File: src/rtl/bht_pkg.sv
// Shared types and helpers for the branch history table port controller:
// FSM state encoding, 2-bit counter encodings and the saturating update rule.
package bht_pkg;

  typedef enum logic [1:0] {
    ST_INIT   = 2'd0,
    ST_RUN    = 2'd1,
    ST_UPD_WR = 2'd2
  } bht_state_e;

  localparam logic [1:0] CNT_STRONG_NT = 2'b00;
  localparam logic [1:0] CNT_WEAK_NT   = 2'b01;
  localparam logic [1:0] CNT_WEAK_T    = 2'b10;
  localparam logic [1:0] CNT_STRONG_T  = 2'b11;
  localparam logic [1:0] BHT_INIT_VAL  = CNT_WEAK_NT;

  function automatic logic [1:0] bht_sat_update(input logic [1:0] cnt, input logic taken);
    logic [1:0] res;
    res = cnt;
    if (taken) begin
      if (cnt != CNT_STRONG_T) res = cnt + 2'd1;
    end else begin
      if (cnt != CNT_STRONG_NT) res = cnt - 2'd1;
    end
    return res;
  endfunction

endpackage

File: src/rtl/bht_port_ctrl_if.sv
// Bundle of lookup, update and SRAM-port signals for bht_port_ctrl.
// slave = controller side, master = fetch/execute/SRAM environment side.
interface bht_port_ctrl_if #(
  parameter int IDX_W = 6
);
  logic             ilookup_valid;
  logic [IDX_W-1:0] ilookup_idx;
  logic             olookup_ready;
  logic             olookup_rvalid;
  logic             olookup_taken;
  logic             iupd_valid;
  logic [IDX_W-1:0] iupd_idx;
  logic             iupd_taken;
  logic             oupd_ready;
  logic             omem_en;
  logic             omem_we;
  logic [IDX_W-1:0] omem_addr;
  logic [1:0]       omem_wdata;
  logic [1:0]       imem_rdata;
  logic             oinit_done;

  modport slave (
    input  ilookup_valid, ilookup_idx, iupd_valid, iupd_idx, iupd_taken, imem_rdata,
    output olookup_ready, olookup_rvalid, olookup_taken, oupd_ready,
           omem_en, omem_we, omem_addr, omem_wdata, oinit_done
  );

  modport master (
    output ilookup_valid, ilookup_idx, iupd_valid, iupd_idx, iupd_taken, imem_rdata,
    input  olookup_ready, olookup_rvalid, olookup_taken, oupd_ready,
           omem_en, omem_we, omem_addr, omem_wdata, oinit_done
  );
endinterface

File: src/rtl/bht_upd_fifo.sv
// Small synchronous FIFO of pending {idx, taken} updates; pointers carry an
// extra wrap bit so full/empty are distinguished without a counter.
module bht_upd_fifo #(
  parameter int IDX_W      = 6,
  parameter int FIFO_DEPTH = 2
) (
  input  logic             clk,
  input  logic             rst,
  input  logic             push,
  input  logic [IDX_W-1:0] push_idx,
  input  logic             push_taken,
  input  logic             pop,
  output logic             full,
  output logic             empty,
  output logic [IDX_W-1:0] head_idx,
  output logic             head_taken
);
  localparam int PTR_W = $clog2(FIFO_DEPTH);
  localparam int ENT_W = IDX_W + 1;

  logic [PTR_W:0]   wr_ptr_q, wr_ptr_d;
  logic [PTR_W:0]   rd_ptr_q, rd_ptr_d;
  logic [ENT_W-1:0] ent_arr [FIFO_DEPTH];

  always_comb begin
    wr_ptr_d = wr_ptr_q;
    rd_ptr_d = rd_ptr_q;
    if (push) wr_ptr_d = wr_ptr_q + 1'b1;
    if (pop)  rd_ptr_d = rd_ptr_q + 1'b1;
  end

  always_ff @(posedge clk) begin
    if (rst) begin
      wr_ptr_q <= '0;
      rd_ptr_q <= '0;
    end else begin
      wr_ptr_q <= wr_ptr_d;
      rd_ptr_q <= rd_ptr_d;
    end
  end

  genvar gi;
  generate
    for (gi = 0; gi < FIFO_DEPTH; gi++) begin : g_entry
      logic [ENT_W-1:0] entry_q, entry_d;
      always_comb begin
        entry_d = entry_q;
        if (push && (wr_ptr_q[PTR_W-1:0] == PTR_W'(gi))) entry_d = {push_idx, push_taken};
      end
      always_ff @(posedge clk) begin
        entry_q <= entry_d;
      end
      assign ent_arr[gi] = entry_q;
    end
  endgenerate

  assign empty = (wr_ptr_q == rd_ptr_q);
  assign full  = (wr_ptr_q[PTR_W] != rd_ptr_q[PTR_W]) &&
                 (wr_ptr_q[PTR_W-1:0] == rd_ptr_q[PTR_W-1:0]);
  assign {head_idx, head_taken} = ent_arr[rd_ptr_q[PTR_W-1:0]];

endmodule

File: src/rtl/bht_port_ctrl.sv
// Single-port BHT controller: table init after reset, lookup/update arbitration,
// read-modify-write of 2-bit counters. BHT_STATS_EN builds the statistics counters.
module bht_port_ctrl
  import bht_pkg::*;
#(
  parameter int IDX_W      = 6,
  parameter int FIFO_DEPTH = 2
) (
  input  logic        clk,
  input  logic        rst,
  bht_port_ctrl_if.slave bus,
  output logic [31:0] olookup_cnt,
  output logic [31:0] ostall_cnt
);
  localparam logic [IDX_W-1:0] LAST_ADDR = '1;

  bht_state_e       state_q, state_d;
  logic [IDX_W-1:0] init_addr_q, init_addr_d;
  logic             init_done_q, init_done_d;
  logic             rvalid_q, rvalid_d;

  logic             fifo_full, fifo_empty, fifo_push, fifo_pop;
  logic [IDX_W-1:0] head_idx;
  logic             head_taken;
  logic             lookup_ready, lookup_fire, upd_ready;
  logic             mem_en, mem_we;
  logic [IDX_W-1:0] mem_addr;
  logic [1:0]       mem_wdata;

  bht_upd_fifo #(.IDX_W(IDX_W), .FIFO_DEPTH(FIFO_DEPTH)) u_fifo (
    .clk        (clk),
    .rst        (rst),
    .push       (fifo_push),
    .push_idx   (bus.iupd_idx),
    .push_taken (bus.iupd_taken),
    .pop        (fifo_pop),
    .full       (fifo_full),
    .empty      (fifo_empty),
    .head_idx   (head_idx),
    .head_taken (head_taken)
  );

  // Handshakes are masked during reset so nothing is accepted in a cycle that is being discarded.
  assign lookup_ready = (state_q == ST_RUN) && !fifo_full && !rst;
  assign lookup_fire  = bus.ilookup_valid && lookup_ready;
  assign upd_ready    = (state_q != ST_INIT) && !fifo_full && !rst;
  assign fifo_push    = bus.iupd_valid && upd_ready;

  always_comb begin
    state_d     = state_q;
    init_addr_d = init_addr_q;
    init_done_d = init_done_q;
    mem_en      = 1'b0;
    mem_we      = 1'b0;
    mem_addr    = '0;
    mem_wdata   = '0;
    fifo_pop    = 1'b0;
    unique case (state_q)
      ST_INIT: begin
        mem_en      = 1'b1;
        mem_we      = 1'b1;
        mem_addr    = init_addr_q;
        mem_wdata   = BHT_INIT_VAL;
        init_addr_d = init_addr_q + 1'b1;
        if (init_addr_q == LAST_ADDR) begin
          state_d     = ST_RUN;
          init_done_d = 1'b1;
        end
      end
      ST_RUN: begin
        // A full FIFO must drain first, otherwise lookups could starve updates forever.
        if (fifo_full) begin
          mem_en   = 1'b1;
          mem_addr = head_idx;
          state_d  = ST_UPD_WR;
        end else if (bus.ilookup_valid) begin
          mem_en   = 1'b1;
          mem_addr = bus.ilookup_idx;
        end else if (!fifo_empty) begin
          mem_en   = 1'b1;
          mem_addr = head_idx;
          state_d  = ST_UPD_WR;
        end
      end
      ST_UPD_WR: begin
        mem_en    = 1'b1;
        mem_we    = 1'b1;
        mem_addr  = head_idx;
        mem_wdata = bht_sat_update(bus.imem_rdata, head_taken);
        fifo_pop  = 1'b1;
        state_d   = ST_RUN;
      end
      default: state_d = ST_INIT;
    endcase
    rvalid_d = lookup_fire;
  end

  always_ff @(posedge clk) begin
    if (rst) begin
      state_q     <= ST_INIT;
      init_addr_q <= '0;
      init_done_q <= 1'b0;
      rvalid_q    <= 1'b0;
    end else begin
      state_q     <= state_d;
      init_addr_q <= init_addr_d;
      init_done_q <= init_done_d;
      rvalid_q    <= rvalid_d;
    end
  end

  assign bus.olookup_ready  = lookup_ready;
  assign bus.olookup_rvalid = rvalid_q && !rst;
  assign bus.olookup_taken  = rvalid_q && !rst && bus.imem_rdata[1];
  assign bus.oupd_ready     = upd_ready;
  assign bus.omem_en        = mem_en && !rst;
  assign bus.omem_we        = mem_we && !rst;
  assign bus.omem_addr      = mem_addr;
  assign bus.omem_wdata     = mem_wdata;
  assign bus.oinit_done     = init_done_q && !rst;

`ifdef BHT_STATS_EN
  logic [31:0] lookup_cnt_q, lookup_cnt_d;
  logic [31:0] stall_cnt_q, stall_cnt_d;

  always_comb begin
    lookup_cnt_d = lookup_cnt_q;
    stall_cnt_d  = stall_cnt_q;
    if (lookup_fire) lookup_cnt_d = lookup_cnt_q + 32'd1;
    if ((state_q == ST_RUN) && bus.ilookup_valid && !lookup_ready) stall_cnt_d = stall_cnt_q + 32'd1;
  end

  always_ff @(posedge clk) begin
    if (rst) begin
      lookup_cnt_q <= '0;
      stall_cnt_q  <= '0;
    end else begin
      lookup_cnt_q <= lookup_cnt_d;
      stall_cnt_q  <= stall_cnt_d;
    end
  end

  assign olookup_cnt = lookup_cnt_q;
  assign ostall_cnt  = stall_cnt_q;
`else
  assign olookup_cnt = 32'd0;
  assign ostall_cnt  = 32'd0;
`endif

endmodule

File: src/flat_wrapper.sv
// flat-port wrapper written by rule: the top's interface ports become plain ports
module bht_port_ctrl_flat import bht_pkg::*;
#(
  parameter int IDX_W      = 6,
  parameter int FIFO_DEPTH = 2
)
  (clk, rst, olookup_cnt, ostall_cnt, bus_ilookup_valid, bus_ilookup_idx, bus_iupd_valid, bus_iupd_idx, bus_iupd_taken, bus_imem_rdata, bus_olookup_ready, bus_olookup_rvalid, bus_olookup_taken, bus_oupd_ready, bus_omem_en, bus_omem_we, bus_omem_addr, bus_omem_wdata, bus_oinit_done);
  bht_port_ctrl_if #(.IDX_W(IDX_W)) bus_i ();
  input  logic clk;
  input  logic rst;
  output logic [31:0] olookup_cnt;
  output logic [31:0] ostall_cnt;
  input wire logic [$bits(bus_i.ilookup_valid)-1:0] bus_ilookup_valid;
  input wire logic [$bits(bus_i.ilookup_idx)-1:0] bus_ilookup_idx;
  input wire logic [$bits(bus_i.iupd_valid)-1:0] bus_iupd_valid;
  input wire logic [$bits(bus_i.iupd_idx)-1:0] bus_iupd_idx;
  input wire logic [$bits(bus_i.iupd_taken)-1:0] bus_iupd_taken;
  input wire logic [$bits(bus_i.imem_rdata)-1:0] bus_imem_rdata;
  output wire logic [$bits(bus_i.olookup_ready)-1:0] bus_olookup_ready;
  output wire logic [$bits(bus_i.olookup_rvalid)-1:0] bus_olookup_rvalid;
  output wire logic [$bits(bus_i.olookup_taken)-1:0] bus_olookup_taken;
  output wire logic [$bits(bus_i.oupd_ready)-1:0] bus_oupd_ready;
  output wire logic [$bits(bus_i.omem_en)-1:0] bus_omem_en;
  output wire logic [$bits(bus_i.omem_we)-1:0] bus_omem_we;
  output wire logic [$bits(bus_i.omem_addr)-1:0] bus_omem_addr;
  output wire logic [$bits(bus_i.omem_wdata)-1:0] bus_omem_wdata;
  output wire logic [$bits(bus_i.oinit_done)-1:0] bus_oinit_done;
  assign bus_i.ilookup_valid = bus_ilookup_valid;
  assign bus_i.ilookup_idx = bus_ilookup_idx;
  assign bus_i.iupd_valid = bus_iupd_valid;
  assign bus_i.iupd_idx = bus_iupd_idx;
  assign bus_i.iupd_taken = bus_iupd_taken;
  assign bus_i.imem_rdata = bus_imem_rdata;
  assign bus_olookup_ready = bus_i.olookup_ready;
  assign bus_olookup_rvalid = bus_i.olookup_rvalid;
  assign bus_olookup_taken = bus_i.olookup_taken;
  assign bus_oupd_ready = bus_i.oupd_ready;
  assign bus_omem_en = bus_i.omem_en;
  assign bus_omem_we = bus_i.omem_we;
  assign bus_omem_addr = bus_i.omem_addr;
  assign bus_omem_wdata = bus_i.omem_wdata;
  assign bus_oinit_done = bus_i.oinit_done;
  bht_port_ctrl #(.IDX_W(IDX_W), .FIFO_DEPTH(FIFO_DEPTH)) u_core (.clk(clk), .rst(rst), .bus(bus_i), .olookup_cnt(olookup_cnt), .ostall_cnt(ostall_cnt));
endmodule
File: config.mk
export PLATFORM = sky130hd
export DESIGN_NAME = bht_port_ctrl_flat
export DESIGN_NICKNAME = d
export VERILOG_FILES = /design/src/rtl/bht_pkg.sv /design/src/rtl/bht_port_ctrl_if.sv /design/src/rtl/bht_upd_fifo.sv /design/src/rtl/bht_port_ctrl.sv /design/src/flat_wrapper.sv
export SDC_FILE = /design/constraint.sdc
export NUM_CORES = 1
export LEC_CHECK = 0
export CAP_MARGIN = 20
export CORE_MARGIN = 2
export CORE_UTILIZATION = 43
export DETAILED_ROUTE_END_ITERATION = 10
export PLACE_DENSITY = 0.85
export SLEW_MARGIN = 0
export SYNTH_ARGS = -nofsm -noshare
export SYNTH_HDL_FRONTEND = slang
export SYNTH_SLANG_ARGS = --single-unit
export TNS_END_PERCENT = 50
File: constraint.sdc
create_clock -name clk -period 3.5 [get_ports clk]
set_clock_uncertainty 0.05 [all_clocks]
set_input_delay 0.7 -clock clk [delete_from_list [all_inputs] [get_ports clk]]
set_output_delay 0.7 -clock clk [all_outputs]
set_load 0.005 [all_outputs]
==> metrics.txt <==
worst path cell trace clkdlybuf4s50_1 -> mux2_4 -> o21ai_4 -> a221o_1 -> clkdlybuf4s50_1; RR Endpoint u_core.u_fifo.g_entry[0].entry_q[4]; leakage 0.000856 uW; Yosys top cell by area buf_4; flops & latches, synth 28; Resize count post-CTS 0; first-pass GRT wire length 4740 um; maximum vdd ir drop 0.247 mV; Seq/Total Area, Yosys 0.368; FF/Latch Area 701 um2; I/O Buffers 33; initial antenna violation count 0; Synth cell types 41; Setup crit start bus_ilookup_valid; H-tree Lvls 1; Simple-Gate Fraction of Synth Area 0.132; die width 70.5 um; ys async rst share 0; Layout Utilization 0.479; Post-synth EDFFs 14; IO Count 98; average vias per placed instance 4.27; Final setup violation count 0; Int Power 460 uW; Min-Delay Path Class flip-flop to flip-flop; dpl hpwl 2390 um; Synthesis Warnings 0; total iterations of the first detailed-routing run 5; Critical Path Max Stage Delay 500 ps; total CTS buffers 3; Post-DRT Antenna Nets 0; hold_buf cts 0; Clock Tree Buf Depth 2; starting DRC count in detailed routing 42; RSZ-0062 raised after global routing no; Reg2Reg Depth 4; ranking of synthesized cells by area buf_4 (25%), edfxtp_1 (22%), dfxtp_1 (15%); Post-CTS Setup Inserts 0; Tightest Pin Transition 766 ps; Starting Density 0.443; Synth Instances 185; Cell Rows 24; combinational family with the most area after synthesis buffers and inverters; Gate power share 0.115; cell area after synthesis 1900 um2; sequential fraction of design power 0.587; R2R Setup Slk 1690 ps; Die Height 70.5 um; critical path fanouts, max 6; highest metal used met4; Sw Ratio 0.229; Filler cells 419; Remaining DRCs 0; RePlAce Congestion 0.844; startpoint class of the critical path input port; clock latency on the worst-skew pair 270 ps; Hold Violations, Final 0; Syn Area/Cell 10.3 um2; Buf/Inv on CP 2; area grow syn2layout 8.15%; setup_tns 0 ps; CP Class input port to primary output; WL final 3110 um; post-synthesis adder-cell area fraction 0.00657; Wirelength per Cell 11.5 um; share of the synthesized area in the top cell type 0.252; Clock Power Share 0.297; slowest CP cell clkdlybuf4s50_1; pin count of the biggest net entering global routing 16; Tcrit/Tclk final 0.894; pwr dens 290 nW/um2; met2 wire len 1460 um; most frequent cell after synthesis buf_4; CTS tree yes; multi-input logic area 883 um2; Max Freq 319 MHz; CP Depth 5; Inserted Diodes 0; Compound-Gate Fraction of Synth Area 0.0901; top post-synthesis cells by count buf_4 (64), dfxtp_1 (14), edfxtp_1 (14); Tot GR Track Use 0.119; via count 1,158; CTS root buffer clkbuf_8; wl on met1 1390 um; layout cell share with drive strength beyond 1 0.132; routed length on met3 239 um; max_cap viols 0; CP Capture Point bus_omem_addr[1]; DP Cell Count 267; xor/xnor cell area share of the yosys netlist 0.0546; status finished clean; sw power 136 uW; CTS sink count 28; Worst-path clk slew 90 ps; Rel. slew slack 0.488; post-route insts no fill 271; number of global-route vias before repair 1,000; CORE AREA 4290 um2; WP data required 2750 ps; minimum clock period 3130 ps; delay-heaviest family, CP buffers and inverters; full die area 4970 um2; post-synthesis mux area share 0.0546; FF-to-FF Start u_core.state_q[0]; crit path DAT 2380 ps; Top FF cell, synth edfxtp_1; grt total ovfl 0; cell repeated most along the worst path clkdlybuf4s50_1; Slew Viols, Final 0; CP Capture Type primary output; fin nets 240
power by group through the flow:
stage               Sequential [uW]  Combinational, uW  Clock (uW)
finish                          350               68.7         177
detailed placement              358               67.4           0
global placement                357               66.2           0
global route                    351               77.0         192
floorplan                       357               84.1           0
CTS                             350               68.0         180
layer usage:
layer,global-route usage,vias to the layer above
li1,-,567
met1,0.166,535
met2,0.186,54
met3,0.0346,2
met4,0.0192,0
met5,0,-
worst register-to-register path, stage by stage (launching register included):
cell,delay [ps]
dfxtp_1,540
nor2_1,270
a2111oi_4,300
nor2b_1,190
buf_4,180
metrics by stage:
stage	area (um2)	hold WS [ps]	total power, uW	setup WS [ps]
final	2060	418	596	370
after global routing	2060	436	620	279
after CTS	2060	421	598	369
after detailed placement	2010	398	425	374
after global placement	2010	398	423	422
after floorplan	2140	379	441	1370
worst min-delay path by stage:
stage               cells past startpoint                from            endpoint  slack (ps)
floorplan                               2  u_core.init_done_q  u_core.init_done_q         380
global placement                        2  u_core.init_done_q  u_core.init_done_q         400
detailed placement                      2  u_core.init_done_q  u_core.init_done_q         400
CTS                                     2  u_core.init_done_q  u_core.init_done_q         420
global route                            2  u_core.init_done_q  u_core.init_done_q         440
finish                                  2  u_core.init_done_q  u_core.init_done_q         420
cell usage in the layout, fill, tap and decap left out, types with 2 or more instances in the layout:
cell and instances:
conb_1 64, clkdlybuf4s50_1 33, dfxtp_1 14, edfxtp_1 14, nor2_1 12, mux2_2 7, nand2_1 6, xor2_1 6
and2_2 6, a221o_1 6, a21oi_1 5, xnor2_1 4, nor3_1 4, nor2b_1 4, buf_4 4, clkbuf_8 3
o21ai_0 2, or2b_2 2, and2_1 2, nand3_1 2
layout make-up:
class | count | share of cell area
clock buffer | 3 | 0.0201
clock inverter | 1 | 0.00182
inverter | 1 | 0.00182
multi-input combinational | 149 | 0.429
sequential | 28 | 0.340
tap | 52 | 0.0316
timing repair buffer | 37 | 0.175
state kept, by name (all words and copies together) (netlist names):
name	cells
u_core.u_fifo.g_entry.entry_q	14
u_core.rvalid_q	1
u_core.init_done_q	1
u_core.u_fifo.wr_ptr_q	2
u_core.init_addr_q	6
u_core.u_fifo.rd_ptr_q	2
u_core.state_q	2
logic make-up after synthesis:
kind of cell,Yosys count
multiplexers,9
XOR/XNOR,11
flip-flops,28
other,1
adder cells (fa/ha/maj),1
AND/OR/NAND/NOR,45
buffers and inverters,71
AO/OA/AOI/OAI,19
No activity file was read; power rests on OpenSTA's default activity.
